[config.mk]
export PLATFORM = sky130hd
export DESIGN_NAME = uart_tx_ctrl
export DESIGN_NICKNAME = d
export VERILOG_FILES = /design/src/rtl/uart_tx_pkg.sv /design/src/rtl/uart_tx_serializer.sv /design/src/rtl/uart_tx_ctrl.sv
export SDC_FILE = /design/constraint.sdc
export NUM_CORES = 1
export LEC_CHECK = 0
export ABC_AREA = 1
export CAP_MARGIN = 15
export CORE_MARGIN = 2
export CORE_UTILIZATION = 54
export CTS_CLUSTER_DIAMETER = 150
export CTS_CLUSTER_SIZE = 8
export DETAILED_ROUTE_END_ITERATION = 10
export MAX_ROUTING_LAYER = met4
export PLACE_DENSITY = 0.81
export SLEW_MARGIN = 0
export SYNTH_ARGS = -nofsm -noshare
export SYNTH_HDL_FRONTEND = slang
export SYNTH_HIERARCHICAL = 1
export SYNTH_SLANG_ARGS = --single-unit
[constraint.sdc]
create_clock -name clk -period 2.3 [get_ports clk]
set_input_delay 0.69 -clock clk [delete_from_list [all_inputs] [get_ports clk]]
set_output_delay 0.69 -clock clk [all_outputs]
set_load 0.02 [all_outputs]
[src/rtl/uart_tx_pkg.sv]
`default_nettype none
// ============================================================================
// Module      : uart_tx_pkg
// Description : Shared state encoding, default payload width and a counter
//               width helper for the UART transmit controller.
// Revision    : 1.0 - initial release
// ============================================================================
package uart_tx_pkg;

  // Default number of payload bits per frame.
  localparam int c_DATA_WIDTH = 8;

  // Frame state encoding; values outside this set are treated as illegal.
  typedef enum logic [2:0] {
    ST_IDLE   = 3'd0,
    ST_START  = 3'd1,
    ST_DATA   = 3'd2,
    ST_PARITY = 3'd3,
    ST_STOP   = 3'd4
  } tx_state_t;

  // Width of a counter that must reach w-1 (never less than one bit).
  function automatic int cnt_width(input int w);
    return (w > 1) ? $clog2(w) : 1;
  endfunction

endpackage
`default_nettype wire

[src/rtl/uart_tx_serializer.sv]
`default_nettype none
// ============================================================================
// Module      : uart_tx_serializer
// Description : Payload shift register with bit counter. Presents the bit on
//               the line now, the bit that follows it, and a last-bit flag.
// Revision    : 1.0 - initial release
// ============================================================================
import uart_tx_pkg::*;

module uart_tx_serializer #(
  parameter int DATA_WIDTH = c_DATA_WIDTH
) (
  input  logic                  clk,
  input  logic                  rst,
  input  logic                  load,
  input  logic                  shift,
  input  logic [DATA_WIDTH-1:0] data_in,
  output logic                  bit_cur,
  output logic                  bit_next,
  output logic                  last
);

  localparam int                 c_CNT_W = cnt_width(DATA_WIDTH);
  localparam logic [c_CNT_W-1:0] c_LAST  = c_CNT_W'(DATA_WIDTH - 1);
  localparam logic [c_CNT_W-1:0] c_ONE   = c_CNT_W'(1);

  logic [DATA_WIDTH-1:0] r_shift;
  logic [c_CNT_W-1:0]    r_cnt;

  // Load a fresh payload with the counter at bit 0, or step to the next bit.
  always_ff @(posedge clk or negedge rst) begin
    if (!rst) begin
      r_shift <= '0;
      r_cnt   <= '0;
    end else if (load) begin
      r_shift <= data_in;
      r_cnt   <= '0;
    end else if (shift) begin
      r_shift <= r_shift >> 1;
      r_cnt   <= r_cnt + c_ONE;
    end
  end

  assign bit_cur = r_shift[0];
  assign last    = (r_cnt == c_LAST);

  // The look-ahead bit only exists for payloads wider than one bit; with a
  // single bit the last flag is always set, so bit_next is never consumed.
  generate
    if (DATA_WIDTH > 1) begin : g_next_wide
      assign bit_next = r_shift[1];
    end else begin : g_next_narrow
      assign bit_next = r_shift[0];
    end
  endgenerate

endmodule
`default_nettype wire

[src/rtl/uart_tx_ctrl.sv]
`default_nettype none
// ============================================================================
// Module      : uart_tx_ctrl
// Description : UART transmit frame controller. Sends start, LSB-first data,
//               optional externally computed parity, and stop bit. tx_out and
//               busy are registered from the next state so the start bit is
//               on the line in the cycle right after the accepting edge.
// Revision    : 1.0 - initial release
// ============================================================================
import uart_tx_pkg::*;

module uart_tx_ctrl #(
  parameter int DATA_WIDTH = c_DATA_WIDTH
) (
  input  logic                  clk,
  input  logic                  rst,
  input  logic [DATA_WIDTH-1:0] p_data,
  input  logic                  data_valid,
  input  logic                  par_en,
  input  logic                  par_typ,
  input  logic                  par_bit,
  output logic                  tx_out,
  output logic                  busy
);

  tx_state_t r_state;
  tx_state_t w_next_state;

  logic r_armed;
  logic r_par_bit;
  logic r_par_en;
  logic r_par_typ;

  logic w_accept;
  logic w_load;
  logic w_shift;
  logic w_tx_next;
  logic w_busy_next;
  logic w_bit_cur;
  logic w_bit_next;
  logic w_last;

  // A request is honoured only once reset has been released for a full edge,
  // so a data_valid coinciding with reset release is dropped.
  assign w_accept = data_valid & r_armed;

  uart_tx_serializer #(
    .DATA_WIDTH (DATA_WIDTH)
  ) u_serializer (
    .clk      (clk),
    .rst      (rst),
    .load     (w_load),
    .shift    (w_shift),
    .data_in  (p_data),
    .bit_cur  (w_bit_cur),
    .bit_next (w_bit_next),
    .last     (w_last)
  );

  // Arm acceptance on the first clock edge after reset is released.
  always_ff @(posedge clk or negedge rst) begin
    if (!rst) begin
      r_armed <= 1'b0;
    end else begin
      r_armed <= 1'b1;
    end
  end

  // State register.
  always_ff @(posedge clk or negedge rst) begin
    if (!rst) begin
      r_state <= ST_IDLE;
    end else begin
      r_state <= w_next_state;
    end
  end

  // Next state plus the line level and busy flag for the coming cycle.
  always_comb begin
    w_next_state = r_state;
    w_load       = 1'b0;
    w_shift      = 1'b0;
    w_tx_next    = 1'b1;
    w_busy_next  = 1'b1;
    case (r_state)
      ST_IDLE: begin
        if (w_accept) begin
          w_next_state = ST_START;
          w_load       = 1'b1;
          w_tx_next    = 1'b0;
        end else begin
          w_busy_next  = 1'b0;
        end
      end
      ST_START: begin
        w_next_state = ST_DATA;
        w_tx_next    = w_bit_cur;
      end
      ST_DATA: begin
        if (w_last) begin
          if (r_par_en) begin
            w_next_state = ST_PARITY;
            w_tx_next    = r_par_bit;
          end else begin
            w_next_state = ST_STOP;
            w_tx_next    = 1'b1;
          end
        end else begin
          w_shift   = 1'b1;
          w_tx_next = w_bit_next;
        end
      end
      ST_PARITY: begin
        w_next_state = ST_STOP;
        w_tx_next    = 1'b1;
      end
      ST_STOP: begin
        if (w_accept) begin
          w_next_state = ST_START;
          w_load       = 1'b1;
          w_tx_next    = 1'b0;
        end else begin
          w_next_state = ST_IDLE;
          w_busy_next  = 1'b0;
        end
      end
      default: begin
        w_next_state = ST_IDLE;
        w_tx_next    = 1'b1;
        w_busy_next  = 1'b0;
      end
    endcase
  end

  // Capture parity and frame configuration alongside the payload.
  always_ff @(posedge clk or negedge rst) begin
    if (!rst) begin
      r_par_bit <= 1'b0;
      r_par_en  <= 1'b0;
      r_par_typ <= 1'b0;
    end else if (w_load) begin
      r_par_bit <= par_bit;
      r_par_en  <= par_en;
      r_par_typ <= par_typ;
    end
  end

  // Registered line driver and busy flag.
  always_ff @(posedge clk or negedge rst) begin
    if (!rst) begin
      tx_out <= 1'b1;
      busy   <= 1'b0;
    end else begin
      tx_out <= w_tx_next;
      busy   <= w_busy_next;
    end
  end

endmodule
`default_nettype wire

* Word level (Yosys, flattened, before mapping) *
Cells that the tools add are included.

operators by class
  add/sub/neg operators = 1
  equality and inequality tests = 7
  muxes and demuxes = 18
  bitwise operators = 1
  reductions and logical operators = 5

operators with widths
  cell                                                                   count
  8-bit 2-to-1 mux                                                       2
  3-bit 2-to-1 mux                                                       5
  3-bit case mux with 5 select lines                                     1
  1-bit 2-to-1 mux                                                       8
  3-bit by 2-bit equality test with 1-bit output, second input constant  2
  3-bit equality test, second input constant                             2
  3-bit by 1-bit adder with 3-bit output, second input constant          1
  3-bit by 1-bit equality test with 1-bit output, second input constant  1
  3-bit logical NOT                                                      1
  1-bit case mux with 3 select lines                                     1
  3-bit OR reduction                                                     1
  2-bit by 1-bit != test with 1-bit output, second input constant        1
  2-bit != test, second input constant                                   1
  1-bit case mux with 2 select lines                                     1
  2-bit AND reduction                                                    1
  2-bit nonzero test                                                     1
  2-bit OR reduction                                                     1
  1-bit bitwise AND                                                      1

word-level totals
  register bits after elaboration = 19
  bits of input ports = 14
  word-level logic and storage cells = 40

* Depth between registers and ports, before layout *
Gate-level depths: netlist of the first run.

  depth after elaboration = 5
  gate-level depth with buffers = 9
  mapped depth without buffers = 7

* Cells and area by module *
The synthesis of the first run kept the hierarchy.

by module, submodules not included
  module              times used  cells each  area an instance (sq um)  sequential area each (sq um)
  uart_tx_serializer  1           58          516.7                     275.3
  uart_tx_ctrl        1           51          430.4                     201.4

* Worst setup path before layout of the first run *
OpenSTA, ideal clock, no wires.

  path kind = input port to flip-flop
  start = input port data_valid
  end = register u_serializer.r_shift[1]
  data arrival time = 1.346 ns
  required time = 2.176 ns
  slack = 0.830 ns
  cell stages on the path = 9
  buffers on the path = 2
  cell sequence = nand2_1 -> inv_1 -> nand2_4 -> inv_2 -> buf_6 -> nor2_4 -> buf_6 -> nand2_1 -> nand3_1

between the ends
  word-level cells in the longest chain between the ends = 4
  elaborated cells on any way between the ends = 5

ends and longest elaborated chain
  item                                                           line                                     text
  from (decl)                                                    uart_tx_ctrl.sv:18                       input logic data_valid,
  1-bit bitwise AND *                                            uart_tx_ctrl.sv:45                       assign w_accept = data_valid & r_armed;
  1-bit 2-to-1 mux *                                             uart_tx_ctrl.sv:87, uart_tx_ctrl.sv:118
  1-bit 2-to-1 mux *                                             --
  net w_load                                                     uart_tx_ctrl.sv:35                       logic w_load;
  8-bit 2-to-1 mux / 2-bit nonzero test (equally long branches)  --
  to (signal assigned)                                           uart_tx_serializer.sv:36                 r_shift <= data_in;
  to (signal assigned)                                           uart_tx_serializer.sv:39                 r_shift <= r_shift >> 1;
  to (decl)                                                      uart_tx_serializer.sv:27                 logic [DATA_WIDTH-1:0] r_shift;

Mark *: on every way through the listed nets, which the timed path passes. The rest lies on a longest branch.
A chain may end at the register's enable or synchronous reset.

* Final worst setup path of the first run *
  start = register tx_out
  end = output port tx_out

RTL lines
  item                    line                 text
  from (decl)             uart_tx_ctrl.sv:22   output logic tx_out,
  from (signal assigned)  uart_tx_ctrl.sv:154  tx_out <= w_tx_next;

No word-level cell between the ends.

==> metrics.csv, run 1 <==
stage;metric;value;unit
logic_synthesis;synthesis-stage register bit count;19;
floorplan;die area;2100;µm²
route;routed via count;732;
route;Starting DRT DRC Count;6;
status;status;complete, no violations;
final_layout;final net count;143;
route;total wire length;1.54;mm
critical_path;CP delay by family, top;buffers and inverters;
final_layout;Layout fillers;147;
clocking;post_cts resized;0;
timing;setup TNS;0;ns
route;Detailed Routing Iterations Pass 1;4;
grt;vias in the first global route;635;
logic_synthesis;async set-reset flop share out of synthesis;1.00;
clocking;H-tree Lvls;1;
clocking;CTS Buf Count;3;
power_and_ir_drop;Peak VDD IR;0.000662;V
critical_path;worst path bufs/invs;1;
placement;Cells after DPL;139;
floorplan;Core Area;1690;µm²
clocking;CTS tree;yes;
worst_hold_path;hold crit path type;flip-flop to flip-flop;
floorplan;die height;45.9;µm
timing;Fin. Hold Viols;0;
grt;initial antenna violation count;0;
critical_path;kind of critical path;flip-flop to output pin;
clocking;Hold Buf Count CTS;0;
power_and_ir_drop;pwr dens;1230;nW/µm²
floorplan;Ports;16;
final_layout;n_diodes;0;
critical_path;crit path cell chain;clkdlybuf4s50_1;
run;max-cap violations;0;
timing;RSZ-0062 raised after global routing;false;
final_layout;area added between synthesis and finish;18.2;%
final_layout;share of layout cells above drive strength 1;0.159;
logic_synthesis;Post-synth EDFFs;0;
floorplan;Initial Utilization;0.561;
route;drt wl/cell;10.8;µm
logic_synthesis;Ys Warns;6;
logic_synthesis;Cell Area, Synth;947;µm²
logic_synthesis;post-synthesis sequential area ratio;0.503;
placement;GP Congestion;0.810;
logic_synthesis;net count after synthesis;125;
grt;first-pass GRT wire length;2.66;mm
clocking;total clock sinks;19;
logic_synthesis;Mean Syn Cell Area;8.69;µm²
clocking;Clock Latency Late Sink;0.30;ns
critical_path;Worst EP required;1.61;ns
clocking;Worst-path clk slew;0.10;ns
timing;minimum hold slack;0.486;ns
clocking;Max Buffers Root-to-Sink;2;
placement;IO Port Bufs;14;
clocking;Post-CTS Setup Bufs;0;
critical_path;crit start category;flip-flop;
critical_path;Crit Path Max Fanout;1;
critical_path;Crit-path slowest cell;clkdlybuf4s50_1;
clocking;clock root cell;clkbuf_4;
critical_path;Worst EP arrival;1.41;ns
timing;max frequency;476;MHz
grt;largest net degree at the start of global routing;20;
timing;Setup Skew;0.00642;ns
route;DRT antenna net count;0;
final_layout;final instance count without filler cells;143;
timing;Tmin final;2.10;ns
logic_synthesis;ys flop type;dfrtp_1;
timing;Final setup viols;0;
logic_synthesis;post-synth top area share;0.476;
timing;Tcrit/Tclk final;0.913;
logic_synthesis;Yosys top cell by area;dfrtp_1;
grt;GRT Residual Overflow;0;
logic_synthesis;top post-synthesis cells by area;dfrtp_1 (48%), nand2_1 (14%), nand3_1 (11%);
placement;hpwl dp;1.17;mm
critical_path;CP endpoint kind;output pin;
route;drc violations;0;
final_layout;Util after Layout;0.663;
grt;GRT Overall Usage;0.184;
power_and_ir_drop;Leak Pwr;0.000567;µW
critical_path;peak per-stage delay on the critical path;0.59;ns
route;vias per cell;5.12;
floorplan;width of the die;45.9;µm
logic_synthesis;Mapped Cells;109;
floorplan;Placement Rows;15;
timing;Max Slew Vio Count;0;
logic_synthesis;post-synth cell types;22;
==> cell usage after synthesis, types with 2 or more instances <==
library cell,number
buf_6,2
dfrtp_1,18
ha_1,2
inv_1,4
inv_2,5
nand2_1,36
nand3_1,20
nor2_1,5
nor2_4,3
o21ai_1,2
==> state kept, by name, indices dropped and copies added, names as in the netlist <==
name	flops
r_armed	1
busy	1
u_serializer/r_cnt	3
tx_out	1
r_state	3
r_par_bit	1
u_serializer/r_shift	8
r_par_en	1
==> cells in the final DEF, fill, tap and decap left out <==
master            n
o21ai_0           1
inv_2             5
clkbuf_4          3
ha_1              2
nor2_1            5
nor2_2            1
o21ai_2           1
nand2_2           1
dfrtp_1          18
nand3b_4          1
conb_1            1
nand2_4           1
or2_1             1
o21ai_1           2
clkbuf_1          1
nor2_4            3
nor3_1            1
inv_1             4
nand2_1          36
clkdlybuf4s50_1  14
buf_4             2
nand3_1          20
dfstp_2           1
a21boi_2          1
==> report_power, final <==
group | switching, µW | internal [µW] | total (µW)
logic | 367 | 254 | 620
clock network | 98.4 | 67.6 | 166
registers | 107 | 484 | 590
total | 572 | 805 | 1380
==> per-layer routing <==
metal | vias up | routed length, µm | track usage
met5 | - | 0 | -
met3 | 5 | 53 | 0.0238
li1 | 380 | - | -
met1 | 327 | 671 | 0.228
met2 | 20 | 773 | 0.281
met4 | 0 | 40 | 0.120
==> final timing paths <==
kind	slack, ns	endpoint	startpoint	cells past startpoint
min in group asynchronous	0.72	u_serializer/r_shift[1]$_DFFE_PN0P_	rst	2
worst max register to register	0.60	u_serializer/r_shift[1]$_DFFE_PN0P_	u_serializer/r_cnt[0]$_DFFE_PN0P_	7
max in group asynchronous	1.32	tx_out$_DFF_PN1_	rst	2
worst max-delay path	0.20	tx_out	tx_out$_DFF_PN1_	1
worst min-delay path	0.49	u_serializer/r_cnt[1]$_DFFE_PN0P_	u_serializer/r_cnt[1]$_DFFE_PN0P_	2
worst min register to register	0.49	u_serializer/r_cnt[1]$_DFFE_PN0P_	u_serializer/r_cnt[1]$_DFFE_PN0P_	2
==> layout make-up <==
class | instances | area (µm²) | share of cell area
clock buffers | 4 | 26.3 | 0.0235
flip-flops and latches | 19 | 477 | 0.426
inverters | 9 | 33.8 | 0.0302
well taps | 17 | 21.3 | 0.0190
repair buffers | 16 | 155 | 0.139
multi-input cells | 78 | 407 | 0.363
==> through the flow <==
step	total power [µW]	setup slack, ns	area, µm²
3_5_place_dp	1220	0.421	1090
3_3_place_gp	1200	0.446	1090
5_1_grt	1500	0.157	1120
2_1_floorplan	1100	0.830	947
4_1_cts	1390	0.190	1120
6_report	1380	0.201	1120
==> cells by family (layout without fill, tap and decap cells) <==
family,Yosys count,after routing,share of synthesized area
buffers and inverters,12,29,0.0674
and+or+nand+nor,70,70,0.362
AOI/OAI and AO/OA,5,5,0.0370
adders and majority gates,2,2,0.0264
DFF,19,19,0.503
other,1,1,0.00396
==> tightest hold or removal path: stages, from the launching register on <==
cell and delay, ns:
dfrtp_1 0.36, nand2_1 0.05, nand2_1 0.05
No activity file was read; power rests on OpenSTA's default activity.
==> run 2: changes to the inputs <==
--- a/config.mk
+++ b/config.mk
@@ -13,7 +13,7 @@
 export CTS_CLUSTER_SIZE = 8
 export DETAILED_ROUTE_END_ITERATION = 10
 export MAX_ROUTING_LAYER = met4
-export PLACE_DENSITY = 0.81
+export PLACE_DENSITY_LB_ADDON = 0.15
 export SLEW_MARGIN = 0
 export SYNTH_ARGS = -nofsm -noshare
 export SYNTH_HDL_FRONTEND = slang
==> metrics.csv, run 2 (synthesis gave the netlist of run 1 again) <==
stage;metric;value;unit;change
status;status;complete, no violations;;
final_layout;n_diodes;0;;unchanged
worst_hold_path;hold crit path type;flip-flop to flip-flop;;
critical_path;crit start category;flip-flop;;
grt;GRT Residual Overflow;0;;unchanged
final_layout;share of layout cells above drive strength 1;0.159;;unchanged
timing;RSZ-0062 raised after global routing;false;;
grt;initial antenna violation count;0;;unchanged
critical_path;CP delay by family, top;buffers and inverters;;
clocking;post_cts resized;0;;unchanged
final_layout;max reg flops;8;;unchanged
clocking;Hold Buf Count CTS;0;;unchanged
timing;Setup Skew;0.00428;ns;-0.00214 ns
critical_path;crit path cell chain;clkdlybuf4s50_1;;
final_layout;most frequent cells in the layout;nand2_1 (36), nand3_1 (20), dfrtp_1 (18);;
timing;Fin. Hold Viols;0;;unchanged
placement;IO Port Bufs;14;;unchanged
final_layout;area added between synthesis and finish;18.2;%;unchanged
run;max-cap violations;0;;unchanged
floorplan;Placement Rows;15;;unchanged
timing;Tmin final;2.09;ns;-0.00701 ns
route;drc violations;0;;unchanged
critical_path;worst path bufs/invs;1;;unchanged
route;drt wl/cell;11.2;µm;+4.1%
final_layout;final net count;143;;unchanged
grt;largest net degree at the start of global routing;20;;unchanged
clocking;Max Buffers Root-to-Sink;2;;unchanged
power_and_ir_drop;pwr dens;1230;nW/µm²;about the same
critical_path;kind of critical path;flip-flop to output pin;;
grt;first-pass GRT wire length;2.82;mm;+6.3%
critical_path;Reg2Reg Launch Point;u_serializer/r_cnt[0]$_DFFE_PN0P_;;
route;total wire length;1.60;mm;+4.1%
critical_path;peak per-stage delay on the critical path;0.59;ns;about the same
power_and_ir_drop;total power;1380;µW;about the same
clocking;total clock sinks;19;;unchanged
clocking;Post-CTS Setup Bufs;0;;unchanged
final_layout;most flop-heavy register;u_serializer/r_shift;;
grt;GRT Overall Usage;0.197;;+0.0121
power_and_ir_drop;Peak VDD IR;0.000626;V;-5.5%
route;Detailed Routing Iterations Pass 1;3;;-1
clocking;H-tree Lvls;1;;unchanged
final_layout;most common cell after layout, fill and taps aside;nand2_1;;
worst_hold_path;min-delay src;u_serializer/r_shift[7]$_DFFE_PN0P_;;
critical_path;CP endpoint kind;output pin;;
timing;Tcrit/Tclk final;0.910;;-0.00305
floorplan;Core Area;1690;µm²;unchanged
timing;setup TNS;0;ns;unchanged
clocking;Clock Latency Late Sink;0.29;ns;about the same
route;Starting DRT DRC Count;7;;+1
clocking;CTS tree;yes;;
timing;Max Slew Vio Count;0;;unchanged
power_and_ir_drop;Leak Pwr;0.000567;µW;unchanged
floorplan;Ports;16;;unchanged
route;DRT antenna net count;0;;unchanged
floorplan;die area;2100;µm²;unchanged
clocking;clock root cell;clkbuf_4;;
critical_path;Worst EP arrival;1.40;ns;about the same
floorplan;die height;45.9;µm;unchanged
final_layout;largest registers;u_serializer/r_shift (8), r_state (3), u_serializer/r_cnt (3);;
floorplan;Initial Utilization;0.561;;unchanged
floorplan;width of the die;45.9;µm;unchanged
placement;hpwl dp;1.21;mm;+3.6%
critical_path;Worst EP required;1.61;ns;about the same
timing;max frequency;478;MHz;+0.34%
critical_path;Crit Path Max Fanout;1;;unchanged
route;routed via count;748;;+2.2%
grt;vias in the first global route;682;;+7.4%
critical_path;Crit-path slowest cell;clkdlybuf4s50_1;;
route;vias per cell;5.23;;+2.2%
critical_path;origin of the worst setup path;tx_out$_DFF_PN1_;;
clocking;CTS Buf Count;3;;unchanged
placement;GP Congestion;0.831;;+2.6%
clocking;Worst-path clk slew;0.10;ns;about the same
timing;Final setup viols;0;;unchanged
[run 2: cell counts in the layout (fill, tap and decap cells not counted)]
No cell type changed its count.
[run 2: layout make-up]
cell class | count | area [µm²]
well taps | 17 | 21.3
multi-input cells | 78 | 407
flip-flops and latches | 19 | 477
inverters | 9 | 33.8
clock buffers | 4 | 26.3
repair buffers | 16 | 155
fillers | 160 | 569
[run 2: power breakdown]
group	internal (µW)	switching (µW)	leakage, µW
logic	254	371	0.000313
registers	483	105	0.000239
clock network	67.5	96.5	0.0000150
total	805	572	0.000567
[run 2: through the flow]
stage / worst slack, ns / area (µm²) / std cells / hold WS, ns / utilization
2_1_floorplan: 0.830 / 947 / 109 / 0.394 / -
3_3_place_gp: 0.384 / 1090 / 139 / 0.458 / 0.647
3_5_place_dp: 0.377 / 1090 / 139 / 0.460 / 0.647
4_1_cts: 0.194 / 1120 / 143 / 0.486 / 0.663
5_1_grt: 0.155 / 1120 / 143 / 0.511 / 0.663
6_report: 0.208 / 1120 / 143 / 0.484 / 0.663
[run 2: routing by layer]
metal	part of all wire	up-vias	global-route usage
met4	0.034	0	0.120
met2	0.48	16	0.300
met5	0	-	-
met1	0.46	348	0.239
met3	0.030	7	0.0357
li1	-	377	-
[run 2: tightest hold or removal path, stage by stage, from the launching register on]
cell and delay, ns:
dfrtp_1 0.36, nand2_1 0.05, nand2_1 0.05
[run 2: final timing paths]
kind,to,slack [ns],cells after the start
setup / recovery,tx_out,0.21,1
hold / removal,u_serializer/r_shift[7]$_DFFE_PN0P_,0.48,2
setup reg to reg,u_serializer/r_shift[0]$_DFFE_PN0P_,0.59,7
hold reg to reg,u_serializer/r_shift[7]$_DFFE_PN0P_,0.48,2
max in group asynchronous,tx_out$_DFF_PN1_,1.31,2
min in group asynchronous,r_armed$_DFF_PN0_,0.72,2
==> run 3: changes to the inputs <==
--- a/config.mk
+++ b/config.mk
@@ -9,6 +9,7 @@
 export CAP_MARGIN = 15
 export CORE_MARGIN = 2
 export CORE_UTILIZATION = 54
+export CTS_BUF_LIST = sky130_fd_sc_hd__clkbuf_4 sky130_fd_sc_hd__clkbuf_8 sky130_fd_sc_hd__clkbuf_16
 export CTS_CLUSTER_DIAMETER = 150
 export CTS_CLUSTER_SIZE = 8
 export DETAILED_ROUTE_END_ITERATION = 10
==> metrics.csv, run 3 (synthesis gave the netlist of run 1 again) <==
stage;metric;value;unit;change
grt;largest net degree at the start of global routing;20;;unchanged
timing;setup TNS;0;ns;unchanged
worst_hold_path;hold crit path type;flip-flop to flip-flop;;
route;Detailed Routing Iterations Pass 1;4;;+1
timing;Fin. Hold Viols;0;;unchanged
final_layout;max reg flops;8;;unchanged
final_layout;final net count;143;;unchanged
clocking;Hold Buf Count CTS;0;;unchanged
critical_path;Worst EP arrival;1.40;ns;about the same
power_and_ir_drop;total power;1390;µW;+0.71%
worst_hold_path;Worst Hold End;u_serializer/r_shift[7]$_DFFE_PN0P_;;
run;max-cap violations;0;;unchanged
final_layout;most frequent cells in the layout;nand2_1 (36), nand3_1 (20), dfrtp_1 (18);;
final_layout;n_diodes;0;;unchanged
grt;GRT Overall Usage;0.197;;unchanged
critical_path;FF-to-FF setup slack;0.60;ns;about the same
timing;minimum hold slack;0.483;ns;-0.000324 ns
route;drt wl/cell;11.3;µm;+0.50%
route;DRT antenna net count;0;;unchanged
critical_path;peak per-stage delay on the critical path;0.59;ns;about the same
clocking;Clock Latency Late Sink;0.29;ns;about the same
grt;first-pass GRT wire length;2.82;mm;unchanged
floorplan;Initial Utilization;0.561;;unchanged
critical_path;cells on worst reg2reg path;7;;unchanged
critical_path;Crit-path slowest cell;clkdlybuf4s50_1;;
grt;GRT Residual Overflow;0;;unchanged
timing;Tcrit/Tclk final;0.909;;about the same
floorplan;Placement Rows;15;;unchanged
power_and_ir_drop;Peak VDD IR;0.000625;V;-0.13%
floorplan;Core Area;1690;µm²;unchanged
clocking;total clock sinks;19;;unchanged
clocking;Worst-path clk slew;0.10;ns;about the same
final_layout;most common cell after layout, fill and taps aside;nand2_1;;
final_layout;largest registers;u_serializer/r_shift (8), r_state (3), u_serializer/r_cnt (3);;
grt;vias in the first global route;682;;unchanged
timing;max frequency;478;MHz;about the same
timing;Max Slew Vio Count;0;;unchanged
clocking;post_cts resized;0;;unchanged
clocking;Post-CTS Setup Bufs;0;;unchanged
worst_hold_path;hold path depth;2;;unchanged
floorplan;Ports;16;;unchanged
placement;IO Port Bufs;14;;unchanged
critical_path;CP delay by family, top;buffers and inverters;;
clocking;CTS Buf Count;3;;unchanged
power_and_ir_drop;pwr dens;1230;nW/µm²;+0.37%
clocking;clock root cell;clkbuf_4;;
placement;Cells after DPL;139;;unchanged
power_and_ir_drop;Leak Pwr;0.000570;µW;+0.60%
grt;initial antenna violation count;0;;unchanged
route;vias per cell;5.19;;-0.80%
clocking;CTS tree;yes;;
critical_path;kind of critical path;flip-flop to output pin;;
route;drc violations;0;;unchanged
final_layout;area added between synthesis and finish;18.6;%;
placement;Post-DP Area;1090;µm²;unchanged
critical_path;Worst EP required;1.61;ns;about the same
clocking;Max Buffers Root-to-Sink;2;;unchanged
floorplan;die height;45.9;µm;unchanged
timing;Tmin final;2.09;ns;-0.00209 ns
final_layout;share of layout cells above drive strength 1;0.167;;+0.00794
placement;GP Congestion;0.831;;unchanged
route;total wire length;1.61;mm;+0.50%
placement;hpwl dp;1.21;mm;unchanged
critical_path;Reg2Reg Launch Point;u_serializer/r_cnt[0]$_DFFE_PN0P_;;
timing;Final setup viols;0;;unchanged
final_layout;most flop-heavy register;u_serializer/r_shift;;
floorplan;die area;2100;µm²;unchanged
critical_path;crit start category;flip-flop;;
clocking;H-tree Lvls;1;;unchanged
route;Starting DRT DRC Count;15;;+8
final_layout;Final Cell Area;1120;µm²;+0.34%
worst_hold_path;min-delay src;u_serializer/r_shift[7]$_DFFE_PN0P_;;
final_layout;final instance count without filler cells;143;;unchanged
floorplan;width of the die;45.9;µm;unchanged
critical_path;r2r endpoint;u_serializer/r_shift[0]$_DFFE_PN0P_;;
critical_path;Crit Path Max Fanout;1;;unchanged
timing;RSZ-0062 raised after global routing;false;;
status;status;complete, no violations;;
critical_path;worst path bufs/invs;1;;unchanged
critical_path;crit path cell chain;clkdlybuf4s50_1;;
route;routed via count;742;;-0.80%
critical_path;CP endpoint kind;output pin;;
timing;Setup Skew;0.00289;ns;-0.00139 ns
## run 3: cell counts in the layout (fill, tap and decap cells not counted)
Identical to the previous run, type by type.
## run 3: layout make-up
type                       instances  area [µm²]
clock buffer                       4        30.0
multi-input combinational         78         407
tap                               17        21.3
timing repair buffer              16         155
inverter                           9        33.8
sequential                        19         477
fill                             157         566
## run 3: layer usage
layer | share of wire | global-route usage | routed length (µm) | vias to the layer above
li1 | - | - | - | 378
met1 | 0.45 | 0.239 | 732 | 341
met2 | 0.49 | 0.300 | 781 | 17
met3 | 0.035 | 0.0357 | 56 | 6
met4 | 0.024 | 0.120 | 39 | 0
met5 | 0 | - | 0 | -
## run 3: how the worst max path moves through the flow
stage,start,end,slack [ns],depth (start not counted)
6_report,tx_out$_DFF_PN1_,tx_out,0.21,1
2_1_floorplan,data_valid,u_serializer/r_shift[1]$_DFFE_PN0P_,0.83,9
3_3_place_gp,data_valid,u_serializer/r_shift[5]$_DFFE_PN0P_,0.38,8
5_1_grt,tx_out$_DFF_PN1_,tx_out,0.16,1
3_5_place_dp,data_valid,u_serializer/r_shift[5]$_DFFE_PN0P_,0.38,8
4_1_cts,tx_out$_DFF_PN1_,tx_out,0.19,1
## run 3: stage by stage
stage | util | worst slack [ns]
6_report | 0.665 | 0.210
5_1_grt | 0.665 | 0.155
4_1_cts | 0.665 | 0.193
3_5_place_dp | 0.647 | 0.377
3_3_place_gp | 0.647 | 0.384
2_1_floorplan | - | 0.830
## run 3: where the power goes
group	switching, µW	internal [µW]	total, µW	leakage (µW)
Sequential	106	483	589	0.000239
Clock	94.4	79.3	174	0.0000184
Combinational	370	254	624	0.000313
